<file path="config.mk">
export PLATFORM = sky130hd
export DESIGN_NAME = result_display_driver
export DESIGN_NICKNAME = d
export VERILOG_FILES = /design/src/rtl/result_display_driver.sv
export SDC_FILE = /design/constraint.sdc
export NUM_CORES = 1
export LEC_CHECK = 0
export CORE_MARGIN = 2
export CORE_UTILIZATION = 60
export DETAILED_ROUTE_END_ITERATION = 7
export HOLD_SLACK_MARGIN = 0.03
export PLACE_DENSITY = 0.81
export SETUP_SLACK_MARGIN = 0.4
export SLEW_MARGIN = 5
export SYNTH_ARGS = -nofsm -noshare
export SYNTH_HDL_FRONTEND = slang
export SYNTH_SLANG_ARGS = --single-unit
export TNS_END_PERCENT = 10
</file>
<file path="constraint.sdc">
create_clock -name clk -period 4.5 [get_ports clk]
set_input_delay 0.9 -clock clk [delete_from_list [all_inputs] [get_ports clk]]
set_output_delay 0.9 -clock clk [all_outputs]
set_load 0.05 [all_outputs]
</file>
<file path="src/rtl/result_display_driver.sv">
// result_display_driver
// Shows one ALU result in decimal on a 4-digit common-anode 7-segment display.
// The binary result is converted to BCD with the shift-add-3 method, one bit per
// clock, with optional two's-complement sign handling. The held digits are then
// time-multiplexed onto the display as sign, hundreds, tens and units, with
// leading-zero blanking. The display keeps showing the previous value until a
// conversion completes.
module result_display_driver #(
    parameter int DATA_W      = 8,      // result width, 4..9 (at most 3 decimal digits)
    parameter int REFRESH_DIV = 50000   // clk cycles per lit digit, at least 2
) (
    input  logic              clk,
    input  logic              rst,        // asynchronous, active-low
    input  logic [DATA_W-1:0] data_in,
    input  logic              is_signed,
    input  logic              valid,
    output logic              ready,
    output logic [0:6]        sseg,       // a..g, active-low, sseg[0] = a
    output logic [3:0]        an          // active-low: 0 units, 1 tens, 2 hundreds, 3 sign
);

    // ------------------------------------------------------------------
    // Local constants
    // ------------------------------------------------------------------
    localparam int CNT_W  = $clog2(DATA_W + 1);
    localparam int REF_W  = (REFRESH_DIV > 1) ? $clog2(REFRESH_DIV) : 1;
    localparam int BCD_W  = 12;                 // three BCD nibbles
    localparam int WORD_W = BCD_W + DATA_W;     // {bcd, magnitude} shift word

    localparam logic [REF_W-1:0] REF_LAST  = REF_W'(REFRESH_DIV - 1);
    localparam logic [CNT_W-1:0] BITS_INIT = CNT_W'(DATA_W);

    // FSM encoding
    localparam logic [0:0] S_IDLE    = 1'b0;
    localparam logic [0:0] S_CONVERT = 1'b1;

    // Segment patterns (abcdefg, active-low)
    localparam logic [6:0] SEG_BLANK = 7'b1111111;
    localparam logic [6:0] SEG_MINUS = 7'b1111110;

    // ------------------------------------------------------------------
    // Helper functions
    // ------------------------------------------------------------------

    // Shift-add-3 correction for one BCD nibble: a nibble of 5 or more would
    // overflow past 9 after the next doubling, so it is pre-biased by 3.
    function automatic logic [3:0] add3(input logic [3:0] nib);
        return (nib >= 4'd5) ? nib + 4'd3 : nib;
    endfunction

    // Decimal digit to active-low segment pattern; non-decimal codes blank.
    function automatic logic [6:0] seg_digit(input logic [3:0] d);
        logic [6:0] pat;
        case (d)
            4'd0:    pat = 7'b0000001;
            4'd1:    pat = 7'b1001111;
            4'd2:    pat = 7'b0010010;
            4'd3:    pat = 7'b0000110;
            4'd4:    pat = 7'b1001100;
            4'd5:    pat = 7'b0100100;
            4'd6:    pat = 7'b0100000;
            4'd7:    pat = 7'b0001111;
            4'd8:    pat = 7'b0000000;
            4'd9:    pat = 7'b0000100;
            default: pat = SEG_BLANK;
        endcase
        return pat;
    endfunction

    // ------------------------------------------------------------------
    // State
    // ------------------------------------------------------------------
    logic [0:0]        state;
    logic [DATA_W-1:0] mag;           // magnitude still to be shifted in
    logic [BCD_W-1:0]  bcd;           // BCD accumulator
    logic [CNT_W-1:0]  bit_cnt;       // conversion iterations remaining
    logic              neg_pending;   // sign of the value being converted

    logic [3:0]        hundreds;      // digits currently on the display
    logic [3:0]        tens;
    logic [3:0]        units;
    logic              neg;

    logic [REF_W-1:0]  ref_cnt;       // dwell counter for the lit digit
    logic [1:0]        digit_idx;     // 0 units, 1 tens, 2 hundreds, 3 sign

    // ------------------------------------------------------------------
    // Combinational datapath
    // ------------------------------------------------------------------
    logic              accept;
    logic              take_neg;
    logic [DATA_W:0]   neg_wide;
    logic [DATA_W-1:0] load_mag;
    logic [BCD_W-1:0]  bcd_adj;
    logic [WORD_W-1:0] shift_word;
    logic [BCD_W-1:0]  bcd_next;
    logic [DATA_W-1:0] mag_next;
    logic              last_iter;

    assign ready  = (state == S_IDLE);
    assign accept = valid && ready;

    // Negation is done one bit wider so the most negative input (e.g. -128)
    // yields its true magnitude, which still fits in DATA_W unsigned bits.
    assign take_neg = is_signed && data_in[DATA_W-1];
    assign neg_wide = -{data_in[DATA_W-1], data_in};
    assign load_mag = take_neg ? neg_wide[DATA_W-1:0] : data_in;

    assign bcd_adj    = {add3(bcd[11:8]), add3(bcd[7:4]), add3(bcd[3:0])};
    assign shift_word = {bcd_adj, mag} << 1;
    assign bcd_next   = shift_word[DATA_W +: BCD_W];
    assign mag_next   = shift_word[DATA_W-1:0];
    assign last_iter  = (bit_cnt == CNT_W'(1));

    // ------------------------------------------------------------------
    // Conversion FSM: accept a request, then run DATA_W shift-add-3 steps
    // ------------------------------------------------------------------
    // NOTE: sequential state uses non-blocking assignments so every register
    // updates from the pre-edge values, independent of statement order.
    always_ff @(posedge clk or negedge rst) begin
        if (!rst) begin
            state       <= S_IDLE;
            mag         <= '0;
            bcd         <= '0;
            bit_cnt     <= '0;
            neg_pending <= 1'b0;
        end else begin
            case (state)
                S_IDLE: begin
                    if (accept) begin
                        mag         <= load_mag;
                        neg_pending <= take_neg;
                        bcd         <= '0;
                        bit_cnt     <= BITS_INIT;
                        state       <= S_CONVERT;
                    end
                end
                S_CONVERT: begin
                    bcd     <= bcd_next;
                    mag     <= mag_next;
                    bit_cnt <= bit_cnt - CNT_W'(1);
                    if (last_iter) begin
                        state <= S_IDLE;
                    end
                end
                default: state <= S_IDLE;
            endcase
        end
    end

    // Held display digits: loaded only on the final conversion step
    always_ff @(posedge clk or negedge rst) begin
        if (!rst) begin
            hundreds <= 4'd0;
            tens     <= 4'd0;
            units    <= 4'd0;
            neg      <= 1'b0;
        end else if (state == S_CONVERT && last_iter) begin
            hundreds <= bcd_next[11:8];
            tens     <= bcd_next[7:4];
            units    <= bcd_next[3:0];
            neg      <= neg_pending;
        end
    end

    // Refresh scan: free-running dwell counter advances the digit index on wrap
    always_ff @(posedge clk or negedge rst) begin
        if (!rst) begin
            ref_cnt   <= '0;
            digit_idx <= 2'd0;
        end else if (ref_cnt == REF_LAST) begin
            ref_cnt   <= '0;
            digit_idx <= digit_idx + 2'd1;
        end else begin
            ref_cnt   <= ref_cnt + REF_W'(1);
        end
    end

    // Digit select and segment decode with leading-zero blanking
    // NOTE: both outputs get a default first so no path through the case can
    // leave them unassigned and infer a latch.
    always_comb begin
        an   = 4'b1111;
        sseg = SEG_BLANK;
        case (digit_idx)
            2'd0: begin
                an   = 4'b1110;
                sseg = seg_digit(units);
            end
            2'd1: begin
                an   = 4'b1101;
                sseg = (hundreds == 4'd0 && tens == 4'd0) ? SEG_BLANK : seg_digit(tens);
            end
            2'd2: begin
                an   = 4'b1011;
                sseg = (hundreds == 4'd0) ? SEG_BLANK : seg_digit(hundreds);
            end
            default: begin
                an   = 4'b0111;
                sseg = neg ? SEG_MINUS : SEG_BLANK;
            end
        endcase
    end

endmodule

</file>
# After elaboration in Yosys (flattened, before gate mapping)
# Memory sizes are Yosys's and may differ from the RTL's.
# Cells that the tools add are included.
[word_totals] rom_bits=336 ff_bits=57 mem_count=3
[mem_list] name="(name not given)" depth=16 width=7 rd=1 rd_clocked_by_memory_dff=0 write_ports=0 line_no="54" text="case (d)"
[mem_list] name="(name not given)" depth=16 width=7 rd=1 rd_clocked_by_memory_dff=0 write_ports=0 line_no="54"
[mem_list] name="(name not given)" depth=16 width=7 rd=1 rd_clocked_by_memory_dff=0 write_ports=0 line_no="54"
[classes] n_reduce_logical=8 add_sub_neg=7 order_cmp=3 bitwise=1 mux=19 eq_ne=5
[op_table] op="one-hot mux 12 bit (2 select lines)" count=1
[op_table] op="one-hot mux 7 bit (3 select lines)" count=1
[op_table] op="adder 16 x 1 -> 16 bit, second input constant" count=1
[op_table] op="== test 16 bit, second input constant" count=1
[op_table] op="two-way mux 16 bit" count=1
[op_table] op="two-way mux 8 bit" count=2
[op_table] op="one-hot mux 8 bit (2 select lines)" count=1
[op_table] op="two-way mux 7 bit" count=2
[op_table] op="greater-or-equal comparator 4 x 3 -> 1 bit, second input constant" count=3
[op_table] op="two-way mux 12 bit" count=1
[op_table] op="two-way mux 4 bit" count=3
[op_table] op="one-hot mux 4 bit (3 select lines)" count=1
[op_table] op="adder 4 x 2 -> 4 bit, second input constant" count=2
[op_table] op="logical NOT 4 bit" count=2
[op_table] op="negator 8 bit" count=1
[op_table] op="one-hot mux 4 bit (2 select lines)" count=1
[op_table] op="== test 4 x 1 -> 1 bit, second input constant" count=1
[op_table] op="logical AND 1 bit" count=4
[op_table] op="subtractor 4 x 1 -> 4 bit, second input constant" count=1
[op_table] op="adder 3 x 2 -> 3 bit, second input constant" count=1
[op_table] op="two-way mux 1 bit" count=3
[op_table] op="two-way mux 3 bit" count=1
[op_table] op="adder 2 x 1 -> 2 bit, second input constant" count=1
[op_table] op="== test 2 x 1 -> 1 bit, second input constant" count=1
[op_table] op="other kinds (6)" count=6

# Logic depth before layout (Yosys ltp)
# Gate-level depths: netlist (run 1).
[depth] word_depth=4 depth_mapped=7 depth_no_buf=6

# Worst setup path before layout (run 1)
# Ideal clock, no wire load.
[synth_timing] kind="register -> output" from="reg hundreds[1]" to="out sseg[6] (netlist bit)" setup_slack_ns=1.418 t_arrival_ns=2.182 required_ns=3.600 stages_incl_launch_ff=7 path_cell_list="dfrtp_1 -> inv_1 -> ha_1 -> nand2_1 -> o41ai_2 -> o21ai_0 -> a32oi_1"
[synth_via] elab_chain_cells=4 elab_cells_between_ends=6 classes_between="mux: 3; reduce/logical: 2; memory: 1"
[synth_rtl] element="from (decl)" line_no="79" text="logic [3:0] hundreds;"
[synth_rtl] element="from (signal assigned)" line_no="159" text="hundreds <= bcd_next[11:8];"
[synth_rtl] element="parallel branches: the longest is 3 deep, another holds memory read (16 x 7 bit)"
[synth_rtl] element="one-hot mux 7 bit (3 select lines) (*)" line_no="185" text="case (digit_idx)"
[synth_rtl] element="to (decl)" line_no="18" text="output logic [0:6] sseg,"
# Every way passes the cells marked *.

# Worst setup path in the final report (run 1)
# Ends and elaborated chain as after synthesis.

==> results of run 1 <==
## power groups by stage
stage          clock [mW]  sequential (mW)  combinational [mW]
6_report            0.515            0.891                1.27
5_1_grt             0.545            0.919                1.40
4_1_cts             0.520            0.886                1.27
3_3_place_gp            0            0.876                1.22
3_5_place_dp            0            0.895                1.26
2_1_floorplan           0            0.784                1.04
## cell type report
cell class	count	area, sq um	share of cell area, %
clock inverter	6	82.6	2.00
tap	75	93.8	2.27
timing repair buffer	25	240	5.81
inverter	30	113	2.72
clock buffer	10	128	3.08
sequential	57	1430	34.5
multi-input combinational	297	2050	49.7
## cells by family (layout without fill, tap and decap cells)
| group | count (synthesis) | after routing | synth area share, % |
|---|---|---|---|
| buf+inv | 45 | 71 | 4.89 |
| fa+ha+maj | 33 | 33 | 11.3 |
| xor+xnor | 22 | 22 | 5.27 |
| mux | 15 | 15 | 4.21 |
| simple gates | 140 | 140 | 20.6 |
| compound gates | 87 | 87 | 14.8 |
| flops | 57 | 57 | 39.0 |
## metal layers
metal | routed length, microns | vias to the layer above
met2 | 3400 | 63
met4 | 55 | 0
met3 | 277 | 8
met5 | 0 | -
met1 | 3370 | 1365
li1 | - | 1445
## final timing paths
| path | from | end | depth (start not counted) |
|---|---|---|---|
| worst max-delay path | hundreds[1] | sseg[6] | 7 |
| worst min-delay path | neg_pending | neg | 2 |
| worst max register to register | state | units[2] | 3 |
| worst min register to register | neg_pending | neg | 2 |
| max in group asynchronous | rst | hundreds[0] | 2 |
| min in group asynchronous | rst | ref_cnt[13] | 2 |
## per-stage QoR
stage	total power, mW	hold WS [ns]	setup slack (ns)	util, %	area (sq um)
2_1_floorplan	1.83	0.439	1.42	-	3660
3_3_place_gp	2.10	0.455	1.16	66.3	3930
3_5_place_dp	2.16	0.470	1.09	66.3	3930
4_1_cts	2.68	0.486	0.714	69.9	4140
5_1_grt	2.87	0.529	0.518	69.9	4140
6_report	2.68	0.488	0.736	69.9	4140
## sequential cells by signal (all words and copies together), names as in the netlist, 2 cells and up
name       flops
tens           4
ref_cnt       16
bit_cnt        4
hundreds       4
mag            8
bcd           12
digit_idx      2
units          4
## worst max-delay path, delay by kind of cell (launching register included)
family / cells / cell delay, ns
AO/OA/AOI/OAI: 3 / 0.81
buffers and inverters: 2 / 0.95
AND/OR/NAND/NOR: 1 / 0.10
adder cells (fa/ha/maj): 1 / 0.21
flip-flops: 1 / 0.45
## placed cells by master, fill, tap and decap left out, drive strengths merged, types with 3 or more instances in the layout
master         count
dfrtp             57
nand2             40
ha                33
inv               30
o21ai             30
nor2              23
clkdlybuf4s50     22
a21oi             19
xnor2             15
nand3             13
mux2i             12
o22ai             10
clkbuf            10
nor2b              9
nor3               8
nand2b             8
nand4              7
xor2               7
and3               7
nor3b              7
o221ai             4
o211ai             4
a31oi              4
a21o               4
mux2               3
clkinv             3
nor4               3
buf                3
==> flow_summary.toml, run 1 <==
[setup_path]
cp_max_fo = 7
end_kind = "output port"
crit_chain = "inv_1, ha_1, nand2_1, o41ai_2, o21ai_0, a32oi_1, clkdlybuf4s50_1"
cp_slowest_stage_delay_ns = 0.82
worst-r2r-setup-slack_ns = 1.93
slowest_stage = "clkdlybuf4s50_1"
critPathKind = "reg -> out"
crit_arrival_ns = 2.86
required_ns = 3.60
startpoint_type = "flip-flop"

[detailed_routing]
vias = 2881
wl_per_cell_microns = 14.2
drt_iter0_drc = 154
post-route-drc-count = 0
wirelength_mm = 7.11
firstDrtPassIters = 5
detail-route-antenna-nets = 0
viasPerCell = 5.76

[global_routing]
grtUsageMet3_pct = 4.57
grt_pass1_wl_mm = 12.0
grt-busiest-layer = "met2"
grt_max_degree = 58
overflow = 0
grtUsageMet2_pct = 39.5
grt_use_met1_pct = 29.9
track_usage_pct = 23.3
antenna_found_initial = 0
grt_pass1_vias = 2680

[logic_synthesis]
synth_edf_count = 0
async_flop_share_pct = 100
syn_area_sq_um = 3660
ys_seq_elements = 57
synth_cell_types = 52
yosysSeqAreaShare_pct = 39.0
syn_area_per_cell_sq_um = 9.17
synth_most_common_cell = "dfrtp_1"
syn_inst = 399
synth_top_cells_by_count = "dfrtp_1 (57), nand2_1 (40), ha_1 (33)"
yosys_warnings = 0
syn-num-nets = 444
synth_ff_type = "dfrtp_1"
synth_top_area_cell = "dfrtp_1"
synth_area_leaders = "dfrtp_1 (39%), ha_1 (11%), nand2_1 (4.1%), o21ai_0 (3.8%), xnor2_1 (3.6%)"
synth_top_area_share_pct = 39.0

[timing]
rsz0062_at_grt = "no"
fin_crit_ns = 3.76
finClkSkew_ns = 0.00944
worst_pin_slew_ns = 0.838
setup_viol = 0
final_max_slew_viol_count = 0
setup_tns_ns = 0
max_freq_mhz = 266
final_hold_viol_count = 0
fin_crit_sh_pct = 83.6
relSlewSlack_pct = 44.0

[die]
start_util_pct = 61.8
rows = 28
fp.dieH_microns = 82.1
ioPinCount = 24
dieArea_sq_um = 6740
die_x_microns = 82.1
core_sq_um = 5920

[power_and_ir_drop]
combPwrFrac_pct = 47.5
vdd_drop_max_uv = 500
powerDensity_nw_per_um2 = 647
swShare_pct = 43.4
power.share.sequential_pct = 33.3
clkPwrFrac_pct = 19.2
internal_power_mw = 1.51
total_leakage_power_nw = 1.87
p_sw_mw = 1.16

[flow_run]
drv_cap = 0

[cells_and_area]
fin_cells = 500
n_fill_cell = 466
nets = 465
drive_gt1_share_pct = 7.06
area_growth_syn_to_layout_pct = 13.1
diodes = 0

[status]
status = "finished, final reports clean"

[place]
gp_congestion = 0.941
hpwl_mm = 4.91
portBuffers = 23
placed_cells = 484

[clocking]
cts_tree = "done"
clkSinkCount = 57
numCtsBuffers = 9
post_cts.repair.setup_buffers = 0
clockRootBuffer = "clkbuf_8"
clock_latency_ns = 0.34
holdBufCountCts = 0
cts_resized = 0
htree_num_levels = 3
path_clk_slew_ns = 0.06
clock_path_buffers = 2

[min_path]
min-delay-path-class = "reg -> reg"
No activity file was read; power rests on OpenSTA's default activity.
==> run 2: changes to the inputs <==
- clock period: 4.5 -> 3.85 ns (I/O delays scaled with it)
==> run 2 against run 1 <==
- sequential share of layout area shrank 0.52 points
- count of clock-buffer cells in the layout unchanged
- global-route usage grew 0.085 points
- first-iteration DRC count down 5.2%
- clock power increased by 42%
- cell count grew 0.40%
- setup slack got worse by 0.46 ns
==> flow_summary.toml, run 2 (synthesis results as in run 1) <==
[timing]
final_hold_viol_count = 0
relSlewSlack_pct = 48.1
fin_crit_sh_pct = 92.9
fin_crit_ns = 3.58
final_max_slew_viol_count = 0
worst_pin_slew_ns = 0.779
setup_viol = 0
max_freq_mhz = 280
rsz0062_at_grt = "yes"
finClkSkew_ns = 0.00703
setup_tns_ns = 0
hold_slack_ns = 0.486

[detailed_routing]
detail-route-antenna-nets = 0
dr_wl_met2_mm = 3.60
vias = 2891
wl_met1_mm = 3.27
top_layer_used = "met4"
viasPerCell = 5.76
firstDrtPassIters = 4
wl_per_cell_microns = 14.5
wirelength_mm = 7.26
post-route-drc-count = 0
drt_iter0_drc = 146
met3WireLength_microns = 275

[die]
dieArea_sq_um = 6740
ioPinCount = 24
start_util_pct = 61.8
die_x_microns = 82.1
core_sq_um = 5920
rows = 28
fp.dieH_microns = 82.1

[clocking]
clock_latency_ns = 0.34
clockRootBuffer = "clkbuf_8"
holdBufCountCts = 0
numCtsBuffers = 9
clkSinkCount = 57
cts_tree = "done"
post_cts.repair.setup_buffers = 0
path_clk_slew_ns = 0.06
clock_path_buffers = 2
cts_resized = 1
htree_num_levels = 3

[cells_and_area]
largest-register = "ref_cnt"
layout_commonest_cell = "dfrtp_1"
n_fill_cell = 445
drive_gt1_share_pct = 7.49
final_cell_mix = "dfrtp_1 (57), nand2_1 (40), ha_1 (33), inv_1 (29), o21ai_0 (28)"
diodes = 0
reg.largest.list = "ref_cnt: 16 flops, bcd: 12 flops, mag: 8 flops"
nets = 467
largest_reg_flops = 16
area_growth_syn_to_layout_pct = 14.8

[global_routing]
grt_max_degree = 38
antenna_found_initial = 0
grt_pass1_vias = 2676
overflow = 0
grt_pass1_wl_mm = 12.0
track_usage_pct = 23.4

[status]
status = "finished, final reports clean"

[min_path]
min_path_cells = 2
hp-start = "neg_pending"
min-delay-path-class = "reg -> reg"

[power_and_ir_drop]
total_leakage_power_nw = 1.92
vdd_drop_max_uv = 620
powerDensity_nw_per_um2 = 780
p_total_mw = 3.28

[setup_path]
required_ns = 3.08
end_kind = "output port"
cp_max_fo = 6
critPathKind = "reg -> out"
crit_arrival_ns = 2.81
cp_slowest_stage_delay_ns = 0.80
slowest_stage = "clkdlybuf4s50_1"
r2r_cells = 5
crit_chain = "inv_1, ha_1, nand2_1, o41ai_2, o21ai_0, nand4_1, clkdlybuf4s50_1"
timing.rr.start = "state"
cp-startpoint = "hundreds[0]"
startpoint_type = "flip-flop"

[place]
portBuffers = 23
gp_congestion = 0.924
hpwl_mm = 5.10

[flow_run]
drv_cap = 0
run 2: cell count changes in the layout (fill, tap and decap cells not counted):
cell,change
clkinv_2,-1
bufinv_16,+2
buf_4,+2
clkdlybuf4s50_1,-2
dlygate4sd2_1,+1
dlymetal6s2s_1,+1
clkinvlp_4,-1
run 2: metal layers:
layer / vias to the layer above / global-route usage (%)
li1: 1453 / -
met1: 1373 / 30.1
met2: 56 / 39.8
met3: 9 / 5.22
met4: 0 / 6.83
met5: - / 0
run 2: critical path, delay by kind of cell (launching register included):
family | cells | cell delay (ns)
AND/OR/NAND/NOR | 2 | 0.21
flip-flops | 1 | 0.43
AO/OA/AOI/OAI | 2 | 0.66
adder cells (fa/ha/maj) | 1 | 0.23
buffers and inverters | 2 | 0.93
run 2: stage by stage:
stage	cell area, sq um	util [%]	instances	worst slack [ns]
floorplan	3660	-	399	0.898
global placement	3940	66.6	486	0.633
finish	4200	71.0	502	0.273
global route	4200	71.0	502	0.0715
detailed placement	3940	66.6	486	0.547
CTS	4200	70.9	502	0.294
run 2: report_power, final:
part	internal (mW)	total, mW	switching [mW]
clock	0.493	0.729	0.235
combinational	0.631	1.51	0.880
sequential	0.783	1.04	0.255
run 2: area by class of cell:
class	count	area, sq um	area share [%]
multi-input cells	297	2050	48.9
flip-flops and latches	57	1430	33.9
repair buffers	27	256	6.10
clock inverters	6	130	3.10
clock buffers	10	128	3.04
inverters	30	113	2.68
well taps	75	93.8	2.23
run 2: final timing paths:
| kind | endpoint | slack, ns |
|---|---|---|
| hold reg to reg | neg | 0.49 |
| hold / removal | neg | 0.49 |
| setup / recovery | sseg[5] | 0.27 |
| min in group asynchronous | ref_cnt[11] | 0.50 |
| setup reg to reg | tens[3] | 1.52 |
| max in group asynchronous | mag[1] | 2.57 |
==> run 3: changes to the inputs <==
- GPL_ROUTABILITY_DRIVEN: unset -> 0
==> results of run 3 <==
The final DEF is identical to that of run 2; final timing and power are the same.
